$ cat config.mk
export PLATFORM = sky130hd
export DESIGN_NAME = serial_addsub_flat
export DESIGN_NICKNAME = d
export VERILOG_FILES = /design/src/rtl/serial_addsub_if.sv /design/src/rtl/serial_addsub.sv /design/src/flat_wrapper.sv
export SDC_FILE = /design/constraint.sdc
export NUM_CORES = 1
export LEC_CHECK = 0
export ABC_AREA = 1
export CORE_ASPECT_RATIO = 1.1
export CORE_MARGIN = 1.5
export CORE_UTILIZATION = 47
export DETAILED_ROUTE_END_ITERATION = 16
export HOLD_SLACK_MARGIN = 0.1
export PLACE_DENSITY = 0.83
export SLEW_MARGIN = 20
export SYNTH_ARGS = -nofsm -noshare
export SYNTH_HDL_FRONTEND = slang
export SYNTH_SLANG_ARGS = --single-unit
$ cat constraint.sdc
create_clock -name clk -period 1.7 [get_ports clk]
set_input_delay 0.17 -clock clk [delete_from_list [all_inputs] [get_ports clk]]
set_output_delay 0.17 -clock clk [all_outputs]
set_load 0.03 [all_outputs]
$ cat src/rtl/serial_addsub_if.sv
// Start/busy/done handshake and operand/result bundle for the digit-serial adder/subtractor.
// The master drives a request; the slave (the arithmetic block) reports progress and results.
interface serial_addsub_if #(
  parameter int WIDTH = 8
);
  logic             start;
  logic             sub;
  logic [WIDTH-1:0] a;
  logic [WIDTH-1:0] b;
  logic             cin;
  logic             busy;
  logic             done;
  logic [WIDTH-1:0] s;
  logic             cout;
  logic             ovf;

  modport master (
    output start, sub, a, b, cin,
    input  busy, done, s, cout, ovf
  );

  modport slave (
    input  start, sub, a, b, cin,
    output busy, done, s, cout, ovf
  );
endinterface

$ cat src/rtl/serial_addsub.sv
// Digit-serial adder/subtractor: one DIGIT-bit ripple slice plus a registered carry,
// walking WIDTH-bit operands LSB first over WIDTH/DIGIT clocks.
module serial_addsub #(
  parameter int WIDTH = 8,
  parameter int DIGIT = 1
) (
  input logic           clk,
  input logic           rst,
  serial_addsub_if.slave bus
);

  localparam int STEPS = WIDTH / DIGIT;
  localparam int CW    = (STEPS > 1) ? $clog2(STEPS) : 1;
  localparam int PW    = (WIDTH > 1) ? $clog2(WIDTH) : 1;

  typedef enum logic [1:0] {IDLE, RUN, DONE} state_t;

  state_t           r_state;
  state_t           w_stateNext;
  logic             w_accept;
  logic             w_lastStep;

  logic [WIDTH-1:0] r_opA;
  logic [WIDTH-1:0] r_opB;
  logic [WIDTH-1:0] r_s;
  logic             r_carry;
  logic             r_cout;
  logic             r_ovf;
  logic [CW-1:0]    r_count;

  logic [DIGIT:0]   w_sum;
  logic             w_carryMsb;
  logic [PW-1:0]    w_bitPos;
  logic [WIDTH-1:0] w_sNext;

  // The slice sum bit XOR its operand bits recovers the carry into the digit's top bit.
  assign w_sum      = {1'b0, r_opA[DIGIT-1:0]} + {1'b0, r_opB[DIGIT-1:0]} + {{DIGIT{1'b0}}, r_carry};
  assign w_carryMsb = w_sum[DIGIT-1] ^ r_opA[DIGIT-1] ^ r_opB[DIGIT-1];
  assign w_bitPos   = PW'(r_count) * PW'(DIGIT);
  assign w_sNext    = r_s | (WIDTH'(w_sum[DIGIT-1:0]) << w_bitPos);

  always_ff @(posedge clk) begin
    if (rst) begin
      r_state <= IDLE;
    end else begin
      r_state <= w_stateNext;
    end
  end

  always_comb begin
    w_stateNext = r_state;
    w_accept    = 1'b0;
    w_lastStep  = (r_count == CW'(STEPS - 1));
    case (r_state)
      IDLE: begin
        if (bus.start) begin
          w_accept    = 1'b1;
          w_stateNext = RUN;
        end
      end
      RUN: begin
        if (w_lastStep) begin
          w_stateNext = DONE;
        end
      end
      DONE: begin
        if (bus.start) begin
          w_accept    = 1'b1;
          w_stateNext = RUN;
        end else begin
          w_stateNext = IDLE;
        end
      end
      default: w_stateNext = IDLE;
    endcase
  end

  // Subtraction is A + ~B + 1, so the operand inversion and forced carry happen at load.
  always_ff @(posedge clk) begin
    if (rst) begin
      r_opA   <= '0;
      r_opB   <= '0;
      r_s     <= '0;
      r_carry <= 1'b0;
      r_cout  <= 1'b0;
      r_ovf   <= 1'b0;
      r_count <= '0;
    end else if (w_accept) begin
      r_opA   <= bus.a;
      r_opB   <= bus.sub ? ~bus.b : bus.b;
      r_carry <= bus.sub ? 1'b1 : bus.cin;
      r_s     <= '0;
      r_count <= '0;
    end else if (r_state == RUN) begin
      r_s     <= w_sNext;
      r_carry <= w_sum[DIGIT];
      r_opA   <= r_opA >> DIGIT;
      r_opB   <= r_opB >> DIGIT;
      r_count <= r_count + CW'(1);
      if (w_lastStep) begin
        r_cout <= w_sum[DIGIT];
        r_ovf  <= w_sum[DIGIT] ^ w_carryMsb;
      end
    end
  end

  assign bus.busy = (r_state == RUN);
  assign bus.done = (r_state == DONE);
  assign bus.s    = r_s;
  assign bus.cout = r_cout;
  assign bus.ovf  = r_ovf;

endmodule
$ cat src/flat_wrapper.sv
// flat-port wrapper written by rule: the top's interface ports become plain ports
module serial_addsub_flat 
#(
  parameter int WIDTH = 8,
  parameter int DIGIT = 1
)
  (clk, rst, bus_start, bus_sub, bus_a, bus_b, bus_cin, bus_busy, bus_done, bus_s, bus_cout, bus_ovf);
  serial_addsub_if #(.WIDTH(WIDTH)) bus_i ();
  input logic clk;
  input logic rst;
  input wire logic [$bits(bus_i.start)-1:0] bus_start;
  input wire logic [$bits(bus_i.sub)-1:0] bus_sub;
  input wire logic [$bits(bus_i.a)-1:0] bus_a;
  input wire logic [$bits(bus_i.b)-1:0] bus_b;
  input wire logic [$bits(bus_i.cin)-1:0] bus_cin;
  output wire logic [$bits(bus_i.busy)-1:0] bus_busy;
  output wire logic [$bits(bus_i.done)-1:0] bus_done;
  output wire logic [$bits(bus_i.s)-1:0] bus_s;
  output wire logic [$bits(bus_i.cout)-1:0] bus_cout;
  output wire logic [$bits(bus_i.ovf)-1:0] bus_ovf;
  assign bus_i.start = bus_start;
  assign bus_i.sub = bus_sub;
  assign bus_i.a = bus_a;
  assign bus_i.b = bus_b;
  assign bus_i.cin = bus_cin;
  assign bus_busy = bus_i.busy;
  assign bus_done = bus_i.done;
  assign bus_s = bus_i.s;
  assign bus_cout = bus_i.cout;
  assign bus_ovf = bus_i.ovf;
  serial_addsub #(.WIDTH(WIDTH), .DIGIT(DIGIT)) u_core (.clk(clk), .rst(rst), .bus(bus_i));
endmodule
==> results by group <==
Routing
  – Drt initial violations: just over 60
  – Final wirelength: ~3300 microns
  – Antenna-violating nets left: 0
  – WL per Instance: 10.6 microns
  – Via count: ~1500
  – DRC viols: 0
  – Vias per cell: 4.76
  – Drt first pass iters: 5

Critical path
  – Worst path top cell family by delay: buffers and inverters
  – Worst path cell trace: clkdlybuf4s50_1
  – Worst path bufs/invs: 1
  – R2r worst-path depth: 5
  – Worst EP arrival: around 1.4 ns
  – CP endpoint kind: output port
  – R2r setup slk: approximately 0.19 ns
  – Crit-path max cell delay: between 0.6 and 0.7 ns
  – Critical path launch point type: register
  – CP Max Fanout: 2
  – Setup CP Type: reg -> out
  – WP data required: between 1.5 and 2 ns
  – Critical-path top delay cell: clkdlybuf4s50_1
  – Crit path depth: 1

Place
  – IO Port Bufs: 32
  – Gpl congestion: a little over 0.8
  – Post-place setup slack: between 0.15 and 0.2 ns
  – Placed cell area: between 2000 and 2500 sq um
  – HPWL after detailed placement: between 2000 and 2500 microns
  – Post-Place Cells: just over 300

Synth
  – Asr flop ratio synth: 0
  – Ranking of synthesized cells by area: dfxtp_1 (38%), nand2_1 (13%), nand3_1 (8.3%)
  – Sequential share of the synthesized area: 0.381
  – Register bit total from synthesis: 32
  – Cells after synthesis: 230
  – Synth Warn #: 0
  – Mapped Nets: 254
  – Avg Cell Area, Syn: 7.32 sq um
  – Synth unique cells: 28
  – Yosys top cell by area: dfxtp_1
  – Post-Syn Area: between 1500 and 2000 sq um
  – EDFF count, synth: 0
  – Share of the synthesized area in the top cell type: 0.381
  – Dominant synthesized flop cell: dfxtp_1

Timing
  – Final WS setup: 0.160 ns
  – Fmax achieved: roughly 0.65 GHz
  – Final Hold Fails: 0
  – Worst-margin pin slew: around 0.42 ns
  – Worst Skew: 0.00615 ns
  – Relative slew margins: 0.719
  – Pins Over Slew Limit: 0
  – RSZ-0062 raised after global routing: no
  – Final setup TNS: 0 ns
  – Fin crit period: approximately 1.5 ns
  – Final Cycle Share: 0.906
  – Setup Viol. Count Final: 0

Clocking
  – Clock root cell: clkbuf_4
  – CTS tree: built
  – Clock buffer depth: 2
  – Worst skew pair latency: ~0.34 ns
  – Htree depth: 2
  – Clock sinks: 32
  – CTS Buf Count: 5
  – Worst-path clk slew: around 0.10 ns

Die
  – I/O pin total: 33
  – Initial core utilization: 0.497
  – Die Y: 65.8 microns
  – Row Count: 22
  – Die area: 3950 sq um
  – CORE AREA: between 3000 and 4000 sq um
  – Die width: about 60 microns

Cells and area
  – Final instance area: 2090 sq um
  – Ant diodes: 0
  – Share of cells above drive strength 1: 0.181
  – Nets@finish: about 290
  – Fillers: 329
  – Area added between synthesis and finish: 24.1%
  – Non-Filler Instances: 313

Power
  – Maximum VDD drop: around 460 uV
  – Combinational share of power: 0.201
  – Cell Pwr Density: 765 nW/um^2
  – Static leakage: between 0.8 and 0.9 nW
  – Register share of total power: 0.513
  – Psw: roughly 0.47 mW
  – Clk pwr share: 0.286
  – Internal power: between 1 and 1.5 mW
  – Sw Share: 0.294

Run status
  – Status: complete, no violations

Worst hold path
  – Worst Hold Depth: 3
  – HP Class: in -> reg

Global routing
  – Global-route wire length before repair: approximately 5900 microns
  – Vias in the first global route: roughly 1400
  – Initial antenna violation count: 0
  – GR Overflow Total: 0
  – Pin count of the biggest net entering global routing: 18
  – GRT Total Usage: 0.196

Job
  – Max-Cap Viols: 0
cell families after synthesis:
family / Yosys count / synth area share
buf+inv: 39 / 0.117
fa+ha+maj: 3 / 0.0268
compound gates: 29 / 0.115
xor+xnor: 1 / 0.00521
simple gates: 126 / 0.355
flops: 32 / 0.381
power groups by stage:
stage	logic, mW	clock network, mW	registers [mW]
after floorplan	0.236	0	0.830
after global placement	0.312	0	0.834
after detailed placement	0.320	0	0.835
after CTS	0.320	0.467	0.818
after global routing	0.360	0.504	0.823
final	0.321	0.457	0.819
flip-flops by register name, summed over array words and instances, names as in the netlist:
| signal | count |
|---|---|
| u_core.r_carry | 1 |
| u_core.bus.ovf | 1 |
| u_core.bus.s | 8 |
| u_core.bus.cout | 1 |
| u_core.r_opA | 8 |
| u_core.r_state | 2 |
| u_core.r_opB | 8 |
| u_core.r_count | 3 |
per-layer routing:
layer  up-vias  GRT usage  part of all wire
met1       657      0.234              0.44
met5         -          0                 0
met4         0     0.0556            0.0076
met3         2     0.0669             0.042
met2        34      0.327              0.51
li1        797          -                 -
cells in the final DEF, fill, tap and decap left out, types with 2 or more instances in the layout:
| cell | count |
|---|---|
| nand3_2 | 7 |
| nand2_2 | 2 |
| nor2_4 | 2 |
| nand3_1 | 28 |
| clkinv_2 | 2 |
| buf_4 | 9 |
| nor3_1 | 4 |
| nor2_1 | 20 |
| inv_1 | 22 |
| clkdlybuf4s50_1 | 30 |
| a21oi_1 | 15 |
| ha_1 | 2 |
| clkbuf_4 | 5 |
| o21ai_0 | 2 |
| inv_2 | 3 |
| a21oi_2 | 11 |
| dfxtp_1 | 32 |
| nand2_1 | 58 |
final cells by class:
class / count / area (sq um) / share of cell area
Timing Repair Buffer: 40 / 377 / 0.180
Clock inverter: 2 / 10.0 / 0.00479
Sequential cell: 32 / 641 / 0.307
Inverter: 26 / 100 / 0.0479
Clock buffer: 6 / 51.3 / 0.0246
Tap cell: 48 / 60.1 / 0.0288
Multi-Input combinational cell: 159 / 850 / 0.407
path summary, 6_finish.rpt:
kind | startpoint | end
worst max-delay path | u_core.bus.ovf$_SDFFE_PP0P_ | bus_ovf
worst min-delay path | bus_a[7] | u_core.r_opA[7]$_SDFFE_PP0P_
worst max register to register | u_core.r_carry$_SDFFE_PP0P_ | u_core.bus.s[5]$_SDFFE_PP0P_
worst min register to register | u_core.bus.s[7]$_SDFFE_PP0P_ | u_core.bus.s[7]$_SDFFE_PP0P_
cells in the mapped netlist, types with 2 or more instances:
library cell,number
a21oi_1,15
a21oi_2,11
buf_2,6
buf_4,2
buf_6,3
dfxtp_1,32
ha_1,2
inv_1,22
inv_2,3
nand2_1,58
nand2_2,2
nand3_1,28
nand3_2,7
nor2_1,20
nor2_4,2
nor3_1,4
o21ai_0,2
repair_timing:
item                       in CTS  in global routing
gates resized for setup         1                  1
buffers inserted                0                  0
setup endpoints to repair       1                  1
hold buffers                    0                  0
stage by stage:
| step | hold WS [ns] | utilization | power, mW |
|---|---|---|---|
| final | 0.390 | 0.617 | 1.60 |
| after floorplan | 0.318 | - | 1.07 |
| after global placement | 0.440 | 0.598 | 1.15 |
| after global routing | 0.433 | 0.617 | 1.69 |
| after detailed placement | 0.453 | 0.598 | 1.15 |
| after CTS | 0.379 | 0.615 | 1.61 |
Note: power is estimated with default switching activity, not from simulation.
